$ cat src/rtl/mod_exp_pkg.sv
// ============================================================================
// mod_exp_pkg : shared constants and FSM state encoding for mod_exp
// Revision    : 1.0
// ============================================================================
`default_nettype none

package mod_exp_pkg;

   localparam int KEY_W_DEFAULT = 24;
   localparam int MSG_W_DEFAULT = 12;

   typedef enum logic [2:0] {
      IDLE   = 3'd0,
      REDUCE = 3'd1,
      CHECK  = 3'd2,
      MUL    = 3'd3,
      SQR    = 3'd4,
      DONE   = 3'd5
   } state_t;

endpackage

`default_nettype wire

$ cat src/rtl/mod_exp_if.sv
// ============================================================================
// mod_exp_if : request/result bundle of mod_exp (err only with MOD_EXP_ERR_EN)
// Revision   : 1.0
// ============================================================================
`default_nettype none

interface mod_exp_if
   import mod_exp_pkg::*;
#(
   parameter int KEY_W = KEY_W_DEFAULT,
   parameter int MSG_W = MSG_W_DEFAULT
);

   logic [MSG_W-1:0] msgIn;
   logic [KEY_W-1:0] key;
   logic [KEY_W-1:0] n;
   logic             start;
   logic [MSG_W-1:0] msgOut;
   logic             fins;
`ifdef MOD_EXP_ERR_EN
   logic             err;

   modport master (output msgIn, key, n, start, input msgOut, fins, err);
   modport slave  (input msgIn, key, n, start, output msgOut, fins, err);
`else
   modport master (output msgIn, key, n, start, input msgOut, fins);
   modport slave  (input msgIn, key, n, start, output msgOut, fins);
`endif

endinterface

`default_nettype wire

$ cat src/rtl/mod_mult.sv
// ============================================================================
// mod_mult : iterative shift-add modular multiplier, p = a*b mod n (b<n, n>=2)
// Revision : 1.0
// ============================================================================
`default_nettype none

module mod_mult #(
   parameter int W = 24
) (
   input  wire logic         clk,
   input  wire logic         rst,
   input  wire logic [W-1:0] a,
   input  wire logic [W-1:0] b,
   input  wire logic [W-1:0] n,
   input  wire logic         start,
   output logic      [W-1:0] p,
   output logic              done
);

   localparam int CNT_W = (W > 1) ? $clog2(W) : 1;

   logic [W-1:0]     a_r;
   logic [W-1:0]     b_r;
   logic [W-1:0]     n_r;
   logic [W-1:0]     acc_r;
   logic [CNT_W-1:0] cnt_r;
   logic             busy_r;
   logic             done_r;

   logic [W+1:0]     dbl;
   logic [W+1:0]     dbl_red;
   logic [W+1:0]     sum;
   logic [W+1:0]     sum_red;
   logic [W-1:0]     acc_next;

   // acc < n is kept after each half-step, so one conditional subtract suffices
   always_comb begin
      dbl      = {1'b0, acc_r, 1'b0};
      dbl_red  = (dbl >= {2'b00, n_r}) ? dbl - {2'b00, n_r} : dbl;
      sum      = dbl_red + (a_r[W-1] ? {2'b00, b_r} : '0);
      sum_red  = (sum >= {2'b00, n_r}) ? sum - {2'b00, n_r} : sum;
      acc_next = W'(sum_red);
   end

   always_ff @(posedge clk or posedge rst) begin
      if (rst) begin
         a_r    <= '0;
         b_r    <= '0;
         n_r    <= '0;
         acc_r  <= '0;
         cnt_r  <= '0;
         busy_r <= 1'b0;
         done_r <= 1'b0;
      end else if (start) begin
         a_r    <= a;
         b_r    <= b;
         n_r    <= n;
         acc_r  <= '0;
         cnt_r  <= '0;
         busy_r <= 1'b1;
         done_r <= 1'b0;
      end else if (busy_r) begin
         acc_r <= acc_next;
         a_r   <= a_r << 1;
         cnt_r <= cnt_r + 1'b1;
         if (cnt_r == CNT_W'(W - 1)) begin
            busy_r <= 1'b0;
            done_r <= 1'b1;
         end
      end else begin
         done_r <= 1'b0;
      end
   end

   assign p    = acc_r;
   assign done = done_r;

endmodule

`default_nettype wire

$ cat src/rtl/mod_exp.sv
// ============================================================================
// mod_exp  : msgOut = msgIn^key mod n, right-to-left square-and-multiply
// Revision : 1.0   (optional err output: define MOD_EXP_ERR_EN)
// ============================================================================
`default_nettype none

module mod_exp
   import mod_exp_pkg::*;
#(
   parameter int KEY_W = KEY_W_DEFAULT,
   parameter int MSG_W = MSG_W_DEFAULT
) (
   input  wire logic clk,
   input  wire logic rst,
   mod_exp_if.slave  bus
);

   state_t           state_r;
   state_t           state_next;
   logic [KEY_W-1:0] base_r;
   logic [KEY_W-1:0] exp_r;
   logic [KEY_W-1:0] n_r;
   logic [KEY_W-1:0] result_r;
   logic [MSG_W-1:0] msg_out_r;
   logic             issued_r;

   logic             mul_start;
   logic [KEY_W-1:0] mul_a;
   logic [KEY_W-1:0] mul_b;
   logic [KEY_W-1:0] mul_p;
   logic             mul_done;
   logic             n_small;

   assign n_small = (bus.n <= KEY_W'(1));

   mod_mult #(.W(KEY_W)) u_mult (
      .clk   (clk),
      .rst   (rst),
      .a     (mul_a),
      .b     (mul_b),
      .n     (n_r),
      .start (mul_start),
      .p     (mul_p),
      .done  (mul_done)
   );

   // Each multiply state issues one start pulse, then waits for done
   always_comb begin
      state_next = state_r;
      mul_start  = 1'b0;
      mul_a      = base_r;
      mul_b      = KEY_W'(1);
      case (state_r)
         IDLE: begin
            if (bus.start) state_next = n_small ? DONE : REDUCE;
         end
         REDUCE: begin
            mul_start = !issued_r;
            if (mul_done) state_next = CHECK;
         end
         CHECK: begin
            if (exp_r == '0)    state_next = DONE;
            else if (exp_r[0])  state_next = MUL;
            else                state_next = SQR;
         end
         MUL: begin
            mul_a     = result_r;
            mul_b     = base_r;
            mul_start = !issued_r;
            if (mul_done) state_next = SQR;
         end
         SQR: begin
            mul_b     = base_r;
            mul_start = !issued_r;
            if (mul_done) state_next = CHECK;
         end
         DONE: begin
            if (!bus.start) state_next = IDLE;
         end
         default: state_next = IDLE;
      endcase
   end

   always_ff @(posedge clk or posedge rst) begin
      if (rst) begin
         state_r   <= IDLE;
         base_r    <= '0;
         exp_r     <= '0;
         n_r       <= '0;
         result_r  <= '0;
         msg_out_r <= '0;
         issued_r  <= 1'b0;
      end else begin
         state_r <= state_next;
         if (mul_start)     issued_r <= 1'b1;
         else if (mul_done) issued_r <= 1'b0;
         case (state_r)
            IDLE: begin
               if (bus.start) begin
                  base_r   <= KEY_W'(bus.msgIn);
                  exp_r    <= bus.key;
                  n_r      <= bus.n;
                  result_r <= n_small ? '0 : KEY_W'(1);
                  if (n_small) msg_out_r <= '0;
               end
            end
            REDUCE: if (mul_done) base_r <= mul_p;
            CHECK:  if (exp_r == '0) msg_out_r <= result_r[MSG_W-1:0];
            MUL:    if (mul_done) result_r <= mul_p;
            SQR: begin
               if (mul_done) begin
                  base_r <= mul_p;
                  exp_r  <= exp_r >> 1;
               end
            end
            default: ;
         endcase
      end
   end

   assign bus.msgOut = msg_out_r;
   assign bus.fins   = (state_r == DONE);

`ifdef MOD_EXP_ERR_EN
   logic err_flag_r;
   logic err_r;

   always_ff @(posedge clk or posedge rst) begin
      if (rst) begin
         err_flag_r <= 1'b0;
         err_r      <= 1'b0;
      end else begin
         if (state_r == IDLE && bus.start) begin
            err_flag_r <= n_small || (KEY_W'(bus.msgIn) >= bus.n);
            err_r      <= n_small;
         end else if (state_r == CHECK && exp_r == '0) begin
            err_r <= err_flag_r;
         end else if (state_r == DONE && !bus.start) begin
            err_r <= 1'b0;
         end
      end
   end

   assign bus.err = err_r;
`endif

endmodule

`default_nettype wire

$ cat src/flat_wrapper.sv
// flat-port wrapper written by rule: the top's interface ports become plain ports
module mod_exp_flat import mod_exp_pkg::*;
#(
   parameter int KEY_W = KEY_W_DEFAULT,
   parameter int MSG_W = MSG_W_DEFAULT
)
  (clk, rst, bus_msgIn, bus_key, bus_n, bus_start, bus_msgOut, bus_fins);
  mod_exp_if #(.KEY_W(KEY_W), .MSG_W(MSG_W)) bus_i ();
  input  wire logic clk;
  input  wire logic rst;
  input wire logic [$bits(bus_i.msgIn)-1:0] bus_msgIn;
  input wire logic [$bits(bus_i.key)-1:0] bus_key;
  input wire logic [$bits(bus_i.n)-1:0] bus_n;
  input wire logic [$bits(bus_i.start)-1:0] bus_start;
  output wire logic [$bits(bus_i.msgOut)-1:0] bus_msgOut;
  output wire logic [$bits(bus_i.fins)-1:0] bus_fins;
  assign bus_i.msgIn = bus_msgIn;
  assign bus_i.key = bus_key;
  assign bus_i.n = bus_n;
  assign bus_i.start = bus_start;
  assign bus_msgOut = bus_i.msgOut;
  assign bus_fins = bus_i.fins;
  mod_exp #(.KEY_W(KEY_W), .MSG_W(MSG_W)) u_core (.clk(clk), .rst(rst), .bus(bus_i));
endmodule
$ cat config.mk
export PLATFORM = sky130hd
export DESIGN_NAME = mod_exp_flat
export DESIGN_NICKNAME = d
export VERILOG_FILES = /design/src/rtl/mod_exp_pkg.sv /design/src/rtl/mod_exp_if.sv /design/src/rtl/mod_mult.sv /design/src/rtl/mod_exp.sv /design/src/flat_wrapper.sv
export SDC_FILE = /design/constraint.sdc
export NUM_CORES = 1
export LEC_CHECK = 0
export ABC_AREA = 1
export CORE_MARGIN = 4
export CORE_UTILIZATION = 28
export DETAILED_ROUTE_END_ITERATION = 8
export SYNTH_ARGS = -nofsm -noshare
export SYNTH_HDL_FRONTEND = slang
export SYNTH_SLANG_ARGS = --single-unit
$ cat constraint.sdc
create_clock -name clk -period 21.4 [get_ports clk]
set_input_delay 4.28 -clock clk [delete_from_list [all_inputs] [get_ports clk]]
set_output_delay 4.28 -clock clk [all_outputs]
set_load 0.05 [all_outputs]
# Word-level counts from Yosys, hierarchy flattened
# Cells that the tools add are included.
# word_totals
regBits	215
# op_classes
n_eq_ne	14
n_lt_le_gt_ge	3
mux	41
n_reduce_logical	18
addsub	4
# op_table
op	n
24-bit 2-to-1 mux	13
24-bit case mux with 2 select lines	3
12-bit 2-to-1 mux	3
26-bit by 24-bit adder with 26-bit output	1
26-bit by 24-bit greater-or-equal comparator with 1-bit output	1
26-bit 2-to-1 mux	1
25-bit by 24-bit subtractor with 26-bit output	1
25-bit by 24-bit greater-or-equal comparator with 1-bit output	1
24-bit by 1-bit <= comparator with 1-bit output, second input constant	1
24-bit logical NOT	1
12-bit case mux with 2 select lines	1
24-bit subtractor	1
3-bit 2-to-1 mux	7
3-bit case mux with 5 select lines	1
2-bit nonzero test	6
1-bit 2-to-1 mux	10
5-bit 2-to-1 mux	2
3-bit AND reduction	3
2-bit != test, second input constant	4
4-bit AND reduction	2
3-bit by 2-bit == test with 1-bit output, second input constant	2
3-bit == test, second input constant	2
2-bit by 1-bit != test with 1-bit output, second input constant	3
5-bit by 1-bit adder with 5-bit output, second input constant	1
8 further kinds	9

# Logic depth before layout (Yosys ltp)
# logic_depth
word_depth	7
mapped_depth	43
ltp_nobuf	40

# Cells and area by module
# From an unflattened synthesis, not the netlist that was laid out.
# unflattened
cells_unflattened	2100
hier_area_um2	14535.2
# modules_own_cells
mod	n_inst	cells_each	seq_area_each_um2	area_each_um2
mod_mult	1	1390	2577.5	9034.9
mod_exp	1	710	2802.7	5500.3

# Worst setup path before layout
# No wires, ideal clock.
# synth_path
kind	reg2out
from	register u_core.state_r[1]
to	output port bus_fins
slack_ps	15931
required_ps	17120
path_stages_with_launch	4
t_arrival_ps	1189
n_path_buf	0
cell_sequence	dfrtp_1 > inv_1 > nand2_1 > nor2_1
# synth_between
elab_chain_cells	1
# synth_rtl
element	line	text
start, declared	mod_exp.sv:18	state_t state_r;
start signal, assigned	mod_exp.sv:94	state_r <= state_next;
3-bit == test	mod_exp.sv:122	assign bus.fins = (state_r == DONE);
end, declared	flat_wrapper.sv:16	output wire logic [$bits(bus_i.fins)-1:0] bus_fins;
# No other way between the ends.

# Final worst setup path
# layout_path
from	register u_core.u_mult.acc_r[10], in the netlist u_core.u_mult.p[10]
to	register u_core.u_mult.acc_r[12], in the netlist u_core.u_mult.p[12]
# layout_between
elab_chain_cells	7
# layout_rtl
element	line	text
start, declared	mod_mult.sv:25	logic [W-1:0] acc_r;
start signal, assigned	mod_mult.sv:63	acc_r <= acc_next;
25-bit by 24-bit subtractor with 26-bit output or 25-bit by 24-bit greater-or-equal comparator with 1-bit output (tied branches)	mod_mult.sv:39	dbl_red = (dbl >= {2'b00, n_r}) ? dbl - {2'b00, n_r} : dbl;
26-bit 2-to-1 mux (*)	mod_mult.sv:39	
26-bit by 24-bit adder with 26-bit output (*)	mod_mult.sv:40	sum = dbl_red + (a_r[W-1] ? {2'b00, b_r} : '0);
24-bit subtractor or 26-bit by 24-bit greater-or-equal comparator with 1-bit output (tied branches)	mod_mult.sv:41	sum_red = (sum >= {2'b00, n_r}) ? sum - {2'b00, n_r} : sum;
24-bit 2-to-1 mux (*)	mod_mult.sv:41	
24-bit 2-to-1 mux (*)	mod_mult.sv:62	end else if (busy_r) begin
24-bit 2-to-1 mux (*)	mod_mult.sv:54	end else if (start) begin
# Mark *: on every way between the ends. The rest lies on a longest branch, timed or not. The select of a mux whose other input is x is not followed.
# A chain may end at the register's enable or synchronous reset.

==> results.md <==
* Final clock skew at about 20 ps
* WS Path Type: reg -> reg
* # fillers at between 5000 and 6000
* Syn_nets at a little over 2000
* CTS HTree Levels at 1
* Hold Crit Class: reg -> reg
* WL per Instance at around 17 um
* Yosys cell types at 52
* Clock Sink Count at around 220
* Gpl congestion at between 0.9 and 1
* Arr. time, crit path at approximately 7500 ps
* Crit path capture: u_core.u_mult.p[12]
* Die width at 233 um
* Largest net degree at the start of global routing at 148
* Path depth of the worst reg2reg path at 36
* Worst Setup SP: u_core.u_mult.p[10]
* Critical Path Source Type: flop
* Die height at ~230 um
* Final Setup Violations at 0
* Die footprint at around 54000 um2
* Register area share after synthesis at 0.381
* Number of global-route vias before repair at 13000
* Outcome: completed
* PortBufs at 75
* # Max-Cap Violations at 0
* Hold depth at 2
* Worst Path Required at ~22000 ps
* Crit-path max FO at 32
* Crit path capture type: flop
* Clk Tree Root Cell: clkbuf_16
* ANT nets after route at 0
* DRC Markers at 0
* Nets at approximately 2100
* Io pins at 76
* DR vias at between 10000 and 15000
* Placeable Area at ~50000 um2
* Synthesis-to-finish area growth at 15.9%
* Initial antenna violation count at 2
* Worst-Skew Late Latency at about 570 ps
* Number of flops mapped to enable cells by yosys at 0
* Total global-route track usage at 0.168
* Initial drt markers at approximately 730
* HPWL after DPL at approximately 35000 um
* Period Utilization, post-route at 0.328
* Post_cts resized at 0
* Main synth FF type: dfrtp_1
* Post-synthesis register bit count at around 220
* Max incr delay on CP at about 500 ps
* Slew Limit Fails at 0
* Multi-input logic area at between 7000 and 8000 um2
* Final min period at ~7000 ps
* Routed vias/inst at ~4.9
* Crit path top cell by count: nand2_1
* Unrepaired setup endpoints after global routing: false
* Share of cells above drive strength 1 at 0.0582
* Yosys warns at 0
* Pre-Repair DR Iteration Count at 5
* Clock buffer depth at 3
* Transition time at the pin with the least slew margin at roughly 1200 ps
* Worst r2r dst: u_core.u_mult.p[12]
* DRT Wirelength at about 46000 um
* Netlist Area Pre-Place at approximately 14000 um2
* Reg2Reg Setup Slack at between 10000 and 15000 ps
* Register clock-pin slew on the reported worst setup and hold paths at about 70 ps
* Worst hold start: u_core.n_r[3]
* Synth async-reset ratio at 1.00
* CTS Buf Count at 25
* Post-Syn Instances at between 1500 and 2000
* FMAX at roughly 140 MHz
* Slowest cell on crit path: inv_1
* Global-route wire length before repair at slightly above 70000 um
* Relative slew slack at 0.185
* Storage element area at between 5000 and 6000 um2
* Initial Util at 0.282
* # hold bufs at CTS at 0
* CTS tree: built
* Row Count at 82
* Postcts setup bufs at 0
* Grt ovf at 0
* RR Startpoint: u_core.u_mult.p[10]
* Final hold viol count at 0
* Final TNS setup at 0 ps
* Syn Area/Cell at around 7.3 um2
## critical path, delay by kind of cell (launching register included)
family / cells / cell delay (ps)
adders and majority gates: 3 / 1230
xor gates and xnor gates: 1 / 430
DFF: 1 / 490
AOI/OAI and AO/OA: 3 / 730
buffers and inverters: 4 / 940
and+or+nand+nor: 25 / 3090
## metrics by stage
| stage | instance area (um2) | hold WS, ps | utilization | worst slack (ps) | std cells |
|---|---|---|---|---|---|
| floorplan | 14100 | 448 | - | 11240 | 1934 |
| global placement | 15500 | 465 | 0.310 | 13740 | 2618 |
| detailed placement | 15500 | 471 | 0.310 | 13730 | 2618 |
| CTS | 16400 | 483 | 0.327 | 14290 | 2664 |
| global route | 16400 | 504 | 0.327 | 13740 | 2666 |
| finish | 16400 | 479 | 0.327 | 14380 | 2666 |
## kinds of logic (layout without fill, tap and decap cells)
logic type	count (synthesis)	after routing	share of synthesized area
other	0	1	0
XOR/XNOR	63	63	0.0390
multiplexers	12	12	0.00956
AO/OA/AOI/OAI	397	397	0.161
adder cells (fa/ha/maj)	76	76	0.0689
AND/OR/NAND/NOR	804	804	0.240
flip-flops	215	215	0.381
buffers and inverters	367	426	0.101
## layout by cell type (no fill, tap or decap), types with 3 or more instances in the layout
cell type,n
dfrtp_1,215
o211ai_1,58
fa_1,3
nand4_1,19
nand3_2,5
a21oi_1,77
nand3_1,114
mux2_2,12
o21bai_1,9
o22ai_1,7
ha_1,73
o21ai_1,21
nand2_1,537
xnor2_1,21
a31o_2,4
nor2_1,80
clkbuf_8,4
inv_2,5
clkbuf_16,25
inv_1,287
o21ai_0,184
nor2_4,3
clkinv_2,9
xor2_1,42
a21o_1,6
a21boi_0,4
buf_4,10
o31ai_1,12
o21ai_2,3
clkdlybuf4s50_1,75
nor3_1,9
nand2_2,13
a21oi_2,3
nor2_2,3
nor4_1,10
## worst min-delay path by stage
| stage | endpoint | slack, ps |
|---|---|---|
| finish | u_core.u_mult.n_r[3] | 480 |
| detailed placement | u_core.u_mult.n_r[21] | 470 |
| global route | u_core.u_mult.b_r[7] | 500 |
| floorplan | u_core.u_mult.n_r[0] | 450 |
| CTS | u_core.u_mult.n_r[21] | 480 |
| global placement | u_core.u_mult.n_r[23] | 470 |
## cell type report
class,count,share of cell area
Clock buffer,31,0.0420
Tap cell,672,0.0513
Sequential cell,215,0.328
Clock inverter,15,0.00908
Multi-Input combinational cell,1352,0.450
Inverter,294,0.0678
Antenna cell,1,0.000153
Timing Repair Buffer,86,0.0516
## metal layers
layer / vias to the layer above / global-route usage / wire length (um) / share of wire
met4: 2 / 0.0560 / 1500 / 0.033
met1: 6235 / 0.224 / 20800 / 0.45
met5: - / 0 / 13 / 0.00028
met2: 271 / 0.281 / 21500 / 0.47
li1: 6381 / - / - / -
met3: 83 / 0.0229 / 1880 / 0.041
## synth_stat cells (4+ instances only)
cell,instances,share of area
ha_1,73,0.065
xor2_1,42,0.026
buf_1,5,0.0013
a31o_2,4,0.0025
inv_1,288,0.076
nand3_1,114,0.040
o211ai_1,58,0.031
mux2_2,12,0.0096
xnor2_1,21,0.013
nand2_1,537,0.14
o21bai_1,9,0.0048
a21boi_0,4,0.0021
clkbuf_1,43,0.011
o22ai_1,7,0.0031
o21ai_0,185,0.065
nand4_1,19,0.0084
o31ai_1,12,0.0064
dfrtp_1,215,0.38
nor3_1,10,0.0035
buf_2,19,0.0067
a21o_1,6,0.0032
inv_2,5,0.0013
nand3_2,5,0.0035
nand2_2,13,0.0058
o21ai_1,22,0.0078
nor2_1,83,0.022
a21oi_1,78,0.028
nor4_1,10,0.0044
## flip-flops by register name, indices dropped and copies added (netlist names), 5 cells and up
| name | cells |
|---|---|
| u_core.bus.msgOut | 12 |
| u_core.n_r | 24 |
| u_core.result_r | 24 |
| u_core.u_mult.a_r | 24 |
| u_core.exp_r | 24 |
| u_core.u_mult.p | 24 |
| u_core.base_r | 24 |
| u_core.u_mult.b_r | 24 |
| u_core.u_mult.cnt_r | 5 |
| u_core.u_mult.n_r | 24 |
Power is left out: the tool's default activity adds up to more than one toggle a clock period on the data nets, which glitch-free logic cannot reach.
